### src/rtl/gcd_dispatcher.sv
// gcd_dispatcher: buffers operand pairs in a small FIFO and drives one job at a
// time through an external GCD core using its start/done handshake, then
// presents operands plus result on a valid/ready output.
// Optional feature macro: GCD_DISP_TIMEOUT_EN (abort a job after TIMEOUT cycles
// in WAIT_DONE, reported through out_err).
`timescale 1ns/1ps

module gcd_dispatcher #(
    parameter int unsigned WIDTH   = 16,
    parameter int unsigned DEPTH   = 4,
    parameter int unsigned TIMEOUT = 1024
) (
    input  logic             clk,
    input  logic             rst_n,
    input  logic             in_valid,
    output logic             in_ready,
    input  logic [WIDTH-1:0] in_a,
    input  logic [WIDTH-1:0] in_b,
    output logic             out_valid,
    input  logic             out_ready,
    output logic [WIDTH-1:0] out_a,
    output logic [WIDTH-1:0] out_b,
    output logic [WIDTH-1:0] out_gcd,
    output logic             out_err,
    output logic             gcd_start,
    output logic [WIDTH-1:0] gcd_a,
    output logic [WIDTH-1:0] gcd_b,
    input  logic             gcd_done,
    input  logic [WIDTH-1:0] gcd_result,
    output logic             busy,
    output logic [15:0]      jobs_done
);

    localparam int unsigned PTR_W = $clog2(DEPTH);
    localparam int unsigned CNT_W = $clog2(DEPTH + 1);

    // Parameter sanity checks at elaboration
    if (DEPTH < 2 || (DEPTH & (DEPTH - 1)) != 0) begin : g_bad_depth
        $error("gcd_dispatcher: DEPTH must be a power of 2 and at least 2");
    end
    if (TIMEOUT < 1) begin : g_bad_timeout
        $error("gcd_dispatcher: TIMEOUT must be at least 1");
    end

    typedef enum logic [2:0] {
        S_IDLE      = 3'd0,
        S_ISSUE     = 3'd1,
        S_WAIT_DONE = 3'd2,
        S_WAIT_CLR  = 3'd3,
        S_OUTPUT    = 3'd4
    } state_t;

    state_t           state;
    state_t           state_nxt;

    logic [WIDTH-1:0] mem_a [DEPTH];
    logic [WIDTH-1:0] mem_b [DEPTH];
    logic [PTR_W-1:0] wr_ptr;
    logic [PTR_W-1:0] rd_ptr;
    logic [CNT_W-1:0] count;
    logic [CNT_W-1:0] count_nxt;

    logic             full;
    logic             empty;
    logic             push;
    logic             pop;
    logic             capture;
    logic             expire;
    logic             finish;

    // A push is only taken when not full, regardless of a same-cycle pop
    assign full     = (count == CNT_W'(DEPTH));
    assign empty    = (count == '0);
    assign in_ready = !full;
    assign push     = in_valid && !full;

`ifdef GCD_DISP_TIMEOUT_EN
    localparam int unsigned TMO_W = $clog2(TIMEOUT + 1);
    logic [TMO_W-1:0] tmo_cnt;

    // Cycles spent in WAIT_DONE; zero in every other state so each entry starts fresh
    always_ff @(posedge clk or negedge rst_n) begin
        if (!rst_n) begin
            tmo_cnt <= '0;
        end else if (state == S_WAIT_DONE) begin
            tmo_cnt <= tmo_cnt + TMO_W'(1);
        end else begin
            tmo_cnt <= '0;
        end
    end
`endif

    // Next-state and per-cycle control strobes
    always_comb begin
        state_nxt = state;
        pop       = 1'b0;
        capture   = 1'b0;
        expire    = 1'b0;
        finish    = 1'b0;
        case (state)
            S_IDLE: begin
                if (!empty) begin
                    pop       = 1'b1;
                    state_nxt = S_ISSUE;
                end
            end
            S_ISSUE: begin
                state_nxt = S_WAIT_DONE;
            end
            S_WAIT_DONE: begin
                if (gcd_done) begin
                    capture   = 1'b1;
                    state_nxt = S_WAIT_CLR;
                end
`ifdef GCD_DISP_TIMEOUT_EN
                else if (tmo_cnt == TMO_W'(TIMEOUT - 1)) begin
                    expire    = 1'b1;
                    state_nxt = S_OUTPUT;
                end
`endif
            end
            S_WAIT_CLR: begin
                if (!gcd_done) begin
                    state_nxt = S_OUTPUT;
                end
            end
            S_OUTPUT: begin
                if (out_ready) begin
                    finish    = 1'b1;
                    state_nxt = S_IDLE;
                end
            end
            default: begin
                state_nxt = S_IDLE;
            end
        endcase
    end

    // FIFO occupancy after this cycle's push/pop
    always_comb begin
        count_nxt = count;
        if (push && !pop) begin
            count_nxt = count + CNT_W'(1);
        end else if (!push && pop) begin
            count_nxt = count - CNT_W'(1);
        end
    end

    // State register plus registered status/strobe outputs decoded from next state
    always_ff @(posedge clk or negedge rst_n) begin
        if (!rst_n) begin
            state     <= S_IDLE;
            gcd_start <= 1'b0;
            out_valid <= 1'b0;
            busy      <= 1'b0;
        end else begin
            state     <= state_nxt;
            gcd_start <= (state_nxt == S_ISSUE);
            out_valid <= (state_nxt == S_OUTPUT);
            busy      <= (state_nxt != S_IDLE) || (count_nxt != '0);
        end
    end

    // FIFO storage (no reset needed; occupancy is tracked separately)
    always_ff @(posedge clk) begin
        if (push) begin
            mem_a[wr_ptr] <= in_a;
            mem_b[wr_ptr] <= in_b;
        end
    end

    // FIFO pointers and occupancy
    always_ff @(posedge clk or negedge rst_n) begin
        if (!rst_n) begin
            wr_ptr <= '0;
            rd_ptr <= '0;
            count  <= '0;
        end else begin
            if (push) begin
                wr_ptr <= wr_ptr + PTR_W'(1);
            end
            if (pop) begin
                rd_ptr <= rd_ptr + PTR_W'(1);
            end
            count <= count_nxt;
        end
    end

    // Job datapath: operands latched at pop, result at first done, hand-off counter
    always_ff @(posedge clk or negedge rst_n) begin
        if (!rst_n) begin
            gcd_a     <= '0;
            gcd_b     <= '0;
            out_a     <= '0;
            out_b     <= '0;
            out_gcd   <= '0;
            jobs_done <= '0;
        end else begin
            if (pop) begin
                gcd_a <= mem_a[rd_ptr];
                gcd_b <= mem_b[rd_ptr];
                out_a <= mem_a[rd_ptr];
                out_b <= mem_b[rd_ptr];
            end
            if (capture) begin
                out_gcd <= gcd_result;
            end else if (expire) begin
                out_gcd <= '0;
            end
            if (finish) begin
                jobs_done <= jobs_done + 16'd1;
            end
        end
    end

`ifdef GCD_DISP_TIMEOUT_EN
    // Error flag: set by an abort, cleared by the next real completion
    always_ff @(posedge clk or negedge rst_n) begin
        if (!rst_n) begin
            out_err <= 1'b0;
        end else if (capture) begin
            out_err <= 1'b0;
        end else if (expire) begin
            out_err <= 1'b1;
        end
    end
`else
    assign out_err = 1'b0;
`endif

endmodule

### config.mk
export PLATFORM = sky130hd
export DESIGN_NAME = gcd_dispatcher
export DESIGN_NICKNAME = d
export VERILOG_FILES = /design/src/rtl/gcd_dispatcher.sv
export SDC_FILE = /design/constraint.sdc
export NUM_CORES = 1
export LEC_CHECK = 0
export ABC_AREA = 1
export BUFFER_PORTS_ARGS = -buffer_cell sky130_fd_sc_hd__buf_2
export CAP_MARGIN = 5
export CORE_MARGIN = 1
export CORE_UTILIZATION = 30
export CTS_BUF_LIST = sky130_fd_sc_hd__clkbuf_8
export CTS_CLUSTER_SIZE = 25
export DETAILED_ROUTE_END_ITERATION = 10
export PLACE_DENSITY = 0.45
export RECOVER_POWER = 100
export SYNTH_ARGS = -nofsm -noshare
export SYNTH_HDL_FRONTEND = slang
export SYNTH_SLANG_ARGS = --single-unit
### constraint.sdc
create_clock -name clk -period 4.95 [get_ports clk]
set_input_delay 0.99 -clock clk [delete_from_list [all_inputs] [get_ports clk]]
set_output_delay 0.99 -clock clk [all_outputs]
set_load 0.01 [all_outputs]
## After elaboration in Yosys (flattened, before gate mapping)

Memory sizes are Yosys's and may differ from the RTL's. A register that Yosys moved wholly into a read port is not among the register bits.
Cells that the tools add are included.

| storage, ports and cells | value |
|---|---|
| input bits | 53 |
| memories kept | 2 |
| bits in registers | 45 |
| memory bits (writable) | 128 |
| output and inout port bits | 101 |
| logic and storage cells | 51 |

Memories:

| name | depth | width | read ports | clocked after memory_dff | wr ports | line | source |
|---|---|---|---|---|---|---|---|
| mem_a | 4 | 16 | 1 | 1 | 1 | 56 | `logic [WIDTH-1:0] mem_a [DEPTH];` |
| mem_b | 4 | 16 | 1 | 1 | 1 | 57 | `logic [WIDTH-1:0] mem_b [DEPTH];` |

| cells by class | value |
|---|---|
| add/sub/neg operators | 5 |
| mux-type cells | 15 |
| equal/unequal tests | 7 |
| reduce and logical (&&, ||, !) cells | 13 |

Operators with widths:

| cell | count |
|---|---|
| two-way mux 3 bit | 6 |
| adder 16 x 1 -> 16 bit, second input constant | 1 |
| one-hot mux 3 bit (5 select lines) | 1 |
| == test 3 bit, second input constant | 3 |
| two-way mux 1 bit | 8 |
| == test 3 x 1 -> 1 bit, second input constant | 2 |
| == test 3 x 2 -> 1 bit, second input constant | 2 |
| zero test 3 bit | 2 |
| nonzero test 3 bit | 2 |
| zero test 1 bit | 5 |
| adder 2 x 1 -> 2 bit, second input constant | 2 |
| adder 3 x 1 -> 3 bit, second input constant | 1 |
| logical AND 1 bit | 3 |
| subtractor 3 x 1 -> 3 bit, second input constant | 1 |
| logical OR 1 bit | 1 |

## Depth between registers and ports, before layout

Gate-level depths: netlist of run 1.

| depth | value |
|---|---|
| depth after elaboration | 9 |
| depth in mapped cells | 11 |
| mapped depth without buffers | 11 |

## Worst setup path after synthesis of run 1

Ideal clock, no wire load.

| path | value |
|---|---|
| kind | input -> register |
| start point | input port in_valid |
| end point | memory mem_a[0][0] (enable) |
| arrival time | 2.467 ns |
| path buffers | 0 |
| setup slack | 2.062 ns |
| cell stages on the path | 2 |
| data required time | 4.529 ns |
| library setup time | 0.421 ns |
| cells stage by stage | nand2_2 -> nor2_1 |

| between the ends | value |
|---|---|
| longest elaborated chain between the ends | 3 |

RTL lines:

| element | line | source |
|---|---|---|
| start: declaration | 15 | `input logic in_valid,` |
| logical AND 1 bit | 75 | `assign push = in_valid && !full;` |
| two-way mux 1 bit | 166 | `if (push) begin` |
| two-way mux 1 bit (implied by the code) | 167 | `mem_a[wr_ptr] <= in_a;` |
| end: declaration | 56 |  |

No other way between the ends.

## Worst setup path in the final report of run 1

| path | value |
|---|---|
| start point | register count[0] |
| end point | memory mem_b[0][1] (enable) |

| between the ends | value |
|---|---|
| longest elaborated chain between the ends | 5 |

RTL lines:

| element | line | source |
|---|---|---|
| start: declaration | 60 | `logic [CNT_W-1:0] count;` |
| start signal: assignment | 185 | `count <= count_nxt;` |
| == test 3 bit | 72 | `assign full = (count == CNT_W'(DEPTH));` |
| zero test 1 bit | 75 |  |
| logical AND 1 bit | 75 |  |
| two-way mux 1 bit | 166 |  |
| two-way mux 1 bit (implied by the code) | 168 | `mem_b[wr_ptr] <= in_b;` |
| end: declaration | 57 |  |

No other way between the ends.

==> results of run 1 <==
-- worst register-to-register path, cell delays in order, from the launching register on --
cell	delay, ns
dfrtp_1	0.35
inv_1	0.08
ha_1	0.21
nand2_1	0.08
nand2_1	0.27
nor2_1	0.99
clkbuf_1	1.07
-- worst paths after layout --
check / start / end / slack [ns] / depth (start not counted)
min: out_gcd[4] / out_gcd[4] / 0.50 / 1
max: count[0] / mem_b[0][1] / 1.50 / 6
min in group asynchronous: rst_n / jobs_done[6] / 0.52 / 1
min reg2reg: out_gcd[4] / out_gcd[4] / 0.50 / 1
max reg2reg: count[0] / mem_b[0][1] / 1.50 / 6
max in group asynchronous: rst_n / gcd_b[13] / 2.53 / 2
-- cell usage after synthesis, drive strengths merged --
library cell and count:
o21ai 38, dfrtp 77, a31o 1, mux2 16, xnor2 5, ha 8
buf 50, xor2 10, nor2 116, a21oi 1, o211ai 1, conb 1
nand2 136, inv 36, clkbuf 11, nor3b 2, and2 1, nor3 3
o32ai 32, nand4 8, nand3 12, nand3b 1, edfxtp 128
-- per-stage QoR --
step | setup slack, ns | instance area [um2]
after floorplan | 2.06 | 8340
after global placement | 2.32 | 9280
after detailed placement | 2.33 | 9280
after CTS | 2.41 | 10000
after global routing | 1.15 | 9770
final | 1.50 | 9770
-- kinds of logic after synthesis --
group	Yosys count	synth area share, %
AOI/OAI and AO/OA	73	5.89
xor gates and xnor gates	15	1.57
adders and majority gates	8	1.20
buffers and inverters	97	6.18
DFF	205	69.2
muxes	16	2.16
other	1	0.0450
and+or+nand+nor	279	13.8
-- layout make-up --
type                    instances  area (um2)
fillers                      2783       17300
flip-flops and latches        205        5770
multi-input cells             392        2030
repair buffers                160         643
clock buffers                  43         592
well taps                     372         465
inverters                      36         135
clock inverters                27         128
diodes                          1        2.50
-- per-layer routing --
layer / vias to the layer above / wire length (um) / GRT usage [%]
li1: 2629 / - / -
met4: 0 / 374 / 4.90
met1: 2494 / 9290 / 17.7
met5: - / 0 / 0
met2: 170 / 8040 / 20.6
met3: 33 / 1050 / 3.20
-- state kept, by name, summed over array words and instances (netlist names), 3 cells and up --
register and count:
gcd_a 16, mem_b 64, state 3, mem_a 64, out_gcd 16, count 3
jobs_done 16, gcd_b 16
-- where the power goes --
group          total [mW]  internal (mW)  switching [mW]  leakage [nW]
clock                1.52          0.802           0.714         0.436
combinational        1.88          0.627            1.25          1.34
sequential           2.60           2.33           0.274          2.11
==> out/results.tsv, run 1 <==
metric	value	unit
path_delay_family	simple AND/OR/NAND/NOR gates	
hold_path_class	reg -> reg	
ys_warn_count	0	
status	finished, violations left	
postCtsSetupRepairBufs	0	
synthTopCellsByArea	edfxtp_1 (46%), dfrtp_1 (23%), nand2_1 (6.1%), nor2_1 (5.1%), o32ai_1 (3.4%)	
finalCriticalPeriod	3.45	ns
fmax	0.290	GHz
hold_viol	0	
start_kind	flop	
finalSetupTns	0	ns
grt_max_degree	65	
critPathMaxStageDelay	1.06	ns
critPathCaptureType	flop	
path_class	reg -> reg	
crit_slowest_cell	clkbuf_1	
antenna_left	0	
syn_to_final_growth	17.1	%
gr-total-overflow	0	
wl_per_cell	15.2	um
firstDrtPassIters	4	
track_usage	13.2	%
clockBufferDepth	3	
synth.avg_cell_area	12.0	um2
start_util	30.8	%
yosys.area.top_type_share	46.1	%
synth_cell_types	31	
fp-row-count	60	
critPathMostFrequentCell	nand2_1	
clk_pin_slew	0.06	ns
synth_top_cell_by_area	edfxtp_1	
cap_violations	5	
drc	0	
path_max_fanout	20	
seq_area_frac_synth	69.2	%
vias	5326	
final-setup-viol-count	0	
final_core_util	36.0	%
die_y	169	um
cts-resized-gates	0	
io_pins	154	
holdWs	0.501	ns
dp_hpwl	11100	um
cts_max_level	2	
crit_buf_inv	2	
vias_per_cell	4.31	
worst_pin_slew	2.20	ns
place_congestion	0.757	
cts_buffers	38	
wl	18800	um
ys_ff_latch	205	
cts_root_buf	clkbuf_8	
finalPower	6.00	mW
peakVddDrop	0.322	mV
grt_first_pass_wirelength	29000	um
drv_slew	154	
required	5.07	ns
drive_above_1_share	11.0	%
slew_headroom	-46.8	%
fin_nets	894	
rsz0062_at_grt	no	
antenna_found_initial	1	
crit_arrival	3.57	ns
coreArea	27100	um2
power_density	614	nW/um2
skew	0.0302	ns
period_share	69.6	%
post-place-cells	1165	
crit_chain	inv_1, ha_1, nand2_1, nand2_1, nor2_1, clkbuf_1	
power.leakage	3.89	nW
cts_tree	built	
final_cell_mix	nand2_1 (136), clkbuf_1 (136), edfxtp_1 (128), nor2_1 (113), dfrtp_1 (75)	
die_x	169	um
cts.sinks	205	
clk_latency	0.54	ns
grt_pass1_vias	5352	
drtIter0Drc	274	
syn_inst	694	
holdBufCountCts	0	
synth_area	8340	um2
finalNonFillerCells	1236	
violations	capacitance limit, slew limit	
portBuffers	152	
dieArea	28500	um2
synth_nets	755	
Note: power is estimated with default switching activity, not from simulation.
==> inputs of run 2 (changes only) <==
- PLACE_DENSITY: 0.45 -> 0.47
- clock period: 4.95 -> 3 ns (I/O delays scaled with it)
==> out/results.tsv, run 2 (same netlist as run 1, synthesis figures left out) <==
metric	value	unit
drive_above_1_share	11.4	%
cts-resized-gates	0	
dieArea	28500	um2
crit_arrival	2.54	ns
holdBufCountCts	0	
power.leakage	3.88	nW
cp-startpoint	count[0]	
fp-row-count	60	
syn_to_final_growth	17.2	%
cts_buffers	38	
cts_root_buf	clkbuf_8	
die_x	169	um
reg2reg_slack	0.59	ns
die_y	169	um
critPathCaptureType	flop	
portBuffers	152	
start_util	30.8	%
hold_path_class	in -> async	
gr-total-overflow	0	
skew	0.0163	ns
period_share	80.5	%
antenna_found_initial	0	
cp-endpoint	mem_b[3][12]	
track_usage	13.3	%
wl	18300	um
cts_tree	built	
finalPower	9.80	mW
required	3.13	ns
drc	0	
dp_hpwl	11500	um
path_max_fanout	32	
status	completed	
place_congestion	0.770	
fmax	0.414	GHz
placed_area	9320	um2
path_class	reg -> reg	
final-setup-viol-count	0	
drtIter0Drc	360	
fin_nets	897	
clk_latency	0.51	ns
hold_viol	0	
worstReg2RegEnd	mem_b[3][12]	
clockBufferDepth	3	
start_kind	flop	
vias	5346	
final_common_cell	nand2_1	
cap_violations	0	
grt_pass1_vias	5341	
ff2ff_path_depth	6	
finalSetupTns	0	ns
cts.sinks	205	
antenna_left	0	
finalCriticalPeriod	2.41	ns
grt_max_degree	66	
top_regs	mem_a: 64 flops, mem_b: 64 flops	
r2r-start	count[0]	
wl_per_cell	14.8	um
power_density	1000	nW/um2
coreArea	27100	um2
rsz0062_at_grt	no	
holdWs	0.325	ns
drv_slew	0	
vias_per_cell	4.33	
firstDrtPassIters	4	
postCtsSetupRepairBufs	0	
final_cell_mix	nand2_1 (136), clkbuf_1 (135), edfxtp_1 (128), nor2_1 (111), dfrtp_1 (75)	
grt_first_pass_wirelength	29300	um
clk_pin_slew	0.06	ns
slew_headroom	15.5	%
n_antenna_cell	0	
worst_pin_slew	1.27	ns
finalInstanceArea	9770	um2
peakVddDrop	0.369	mV
io_pins	154	
cts_max_level	2	
==> run 2: cell types whose count changed in the layout (fill, tap and decap cells not counted), sizes merged <==
cell      before  now
clkinvlp       1    0
clkbuf       179  182
diode          1    0
clkinv         6    7
inv           56   52
==> run 2: power by group <==
group	internal, mW	total [mW]	switching (mW)
Sequential	3.83	4.32	0.486
Combinational	1.05	3.07	2.02
Clock	1.30	2.41	1.11
Total	6.19	9.80	3.62
==> run 2: area by class of cell <==
| type | count | area [um2] |
|---|---|---|
| Fill cell | 2736 | 17300 |
| Sequential cell | 205 | 5770 |
| Multi-Input combinational cell | 392 | 2040 |
| Timing Repair Buffer | 163 | 672 |
| Clock buffer | 43 | 592 |
| Tap cell | 372 | 465 |
| Inverter | 36 | 135 |
| Clock inverter | 23 | 92.6 |
==> run 2: worst min-delay path by stage <==
| stage | startpoint | to | slack (ns) | cells after the start |
|---|---|---|---|---|
| floorplan | rst_n | busy | 0.30 | 0 |
| global placement | gcd_a[11] | gcd_a[11] | 0.48 | 2 |
| detailed placement | gcd_a[4] | gcd_a[4] | 0.48 | 2 |
| CTS | rst_n | gcd_b[13] | 0.11 | 1 |
| global route | gcd_result[4] | out_gcd[4] | 0.29 | 2 |
| finish | rst_n | gcd_b[13] | 0.33 | 1 |
==> run 2: worst max-delay path, stage by stage (launching register included) <==
cell and delay [ns]:
dfrtp_1 0.34, inv_1 0.08, ha_1 0.21, nand2_1 0.08
nand2_1 0.33, nor2_4 0.17, clkbuf_2 0.78
==> run 2: per-stage QoR <==
| step | std cells | util (%) | setup WS [ns] |
|---|---|---|---|
| finish | 1234 | 36.1 | 0.586 |
| floorplan | 694 | - | 0.337 |
| CTS | 1234 | 36.9 | 0.832 |
| global route | 1234 | 36.1 | 0.351 |
| global placement | 1168 | 34.4 | 0.841 |
| detailed placement | 1168 | 34.4 | 0.834 |
==> run 2: per-layer routing <==
metal / wire length (um) / share of wire (%) / track usage, %
met5: 0 / 0 / 0
met2: 8350 / 46 / 20.6
met4: 346 / 1.9 / 4.74
met1: 8840 / 48 / 18.2
met3: 776 / 4.2 / 2.83
==> inputs of run 3 (changes only) <==
- clock period: 3 -> 2 ns (I/O delays scaled with it)
==> out/results.tsv, run 3 (same netlist as run 1, synthesis figures left out) <==
metric	value	unit
path_delay_family	flip-flops	
cts_buffers	37	
critPathMaxStageDelay	0.37	ns
final_common_cell	nand2_1	
crit_chain	inv_1, ha_1, nand2_1, buf_2	
n_antenna_cell	0	
clk_latency	0.52	ns
grt_pass1_vias	5352	
skew	0.0169	ns
die_y	169	um
crit_slowest_cell	dfrtp_1	
critPathCaptureType	primary output	
post-place-cells	1178	
wl	18600	um
start_util	30.8	%
finalNonFillerCells	1246	
track_usage	13.2	%
coreArea	27100	um2
fmax	0.533	GHz
crit_buf_inv	2	
crit_arrival	1.47	ns
finalCriticalPeriod	1.87	ns
p_seq_share	42.4	%
p_switching	5.50	mW
fin_nets	907	
cts_max_level	2	
power_density	1520	nW/um2
hold_viol	0	
place_congestion	0.741	
start_kind	flop	
grt_max_degree	65	
antenna_left	0	
fp-row-count	60	
path_max_fanout	3	
io_pins	154	
vias_per_cell	4.36	
portBuffers	152	
slew_headroom	39.4	%
power.leakage	3.98	nW
rsz0062_at_grt	no	
worst_pin_slew	0.909	ns
syn_to_final_growth	19.3	%
final_core_util	36.7	%
status	completed	
peakVddDrop	0.567	mV
drc	0	
combinationalPowerShare	31.9	%
drtIter0Drc	322	
drive_above_1_share	13.0	%
grt_first_pass_wirelength	29400	um
cts_root_buf	clkbuf_8	
cts_tree	built	
final_cell_mix	nand2_1 (135), clkbuf_1 (131), edfxtp_1 (128), nor2_1 (112), dfrtp_1 (75)	
finalInstanceArea	9950	um2
clock_power_share	25.7	%
required	1.60	ns
clk_pin_slew	0.06	ns
hold_path_class	in -> reg	
top_regs	mem_a: 64 flops, mem_b: 64 flops	
cts.sinks	205	
postCtsSetupRepairBufs	0	
p_int	9.67	mW
placed_area	9520	um2
dieArea	28500	um2
die_x	169	um
gr-total-overflow	0	
period_share	93.7	%
cap_violations	0	
dp_hpwl	11900	um
vias	5428	
swShare	36.3	%
clockBufferDepth	3	
wl_per_cell	14.9	um
path_class	reg -> out	
firstDrtPassIters	4	
drv_slew	0	
final-setup-viol-count	0	
antenna_found_initial	1	
-- run 3: cell count changes in the layout (fill, tap and decap cells not counted), sizes merged --
cell	change
bufinv	+3
clkinv	+2
buf	+6
dlygate4sd3	+1
-- run 3: repair_timing --
item	in CTS	in global routing
hold endpoints to repair	27	0
hold buffers	1	0
endpoints found under the setup margin	0	2
gates resized for setup	0	1
-- run 3: worst paths after layout --
check                               from             to  slack [ns]  cells past startpoint
max reg2reg                     count[0]   mem_a[2][15]        0.16                      6
max                             count[0]       in_ready        0.13                      4
min reg2reg                jobs_done[12]  jobs_done[12]        0.50                      1
min                        gcd_result[2]     out_gcd[2]        0.11                      2
max in group asynchronous          rst_n   jobs_done[7]        0.39                      3
min in group asynchronous          rst_n      gcd_a[14]        0.56                      2
-- run 3: final cells by class --
type / count / area, um2
clock inverter: 28 / 191
tap: 372 / 465
inverter: 36 / 135
multi-input combinational: 392 / 2050
clock buffer: 39 / 537
timing repair buffer: 174 / 802
sequential: 205 / 5770
fill: 2768 / 17200
-- run 3: power by group through the flow --
stage	combinational, mW	sequential [mW]	clock (mW)
final	4.85	6.43	3.90
after global routing	5.50	6.58	4.24
after CTS	5.43	6.42	4.07
after detailed placement	5.40	6.50	0
after global placement	5.43	6.48	0
after floorplan	3.46	6.56	0
-- run 3: worst reg2reg max path, stage by stage (launching register included) --
cell	delay, ns
dfrtp_1	0.34
inv_1	0.08
ha_1	0.22
nand2_1	0.13
nand2_4	0.11
nor2_1	0.10
clkbuf_4	0.48
-- run 3: layer usage --
metal	global-route usage (%)	routed length, um	part of all wire [%]
met5	0	12	0.065
met1	17.6	8590	46
met4	4.70	411	2.2
met3	3.37	1080	5.8
met2	20.8	8490	46
-- run 3: per-stage QoR --
step	TNS, ns	worst slack (ns)	total power, mW	hold WS (ns)
after floorplan	-20.00	-0.156	10.0	0.104
after global placement	0	0.228	11.9	0.400
after detailed placement	0	0.161	11.9	0.403
after CTS	0	0.113	15.9	0.0650
after global routing	0	0.00635	16.3	0.0824
final	0	0.125	15.2	0.114
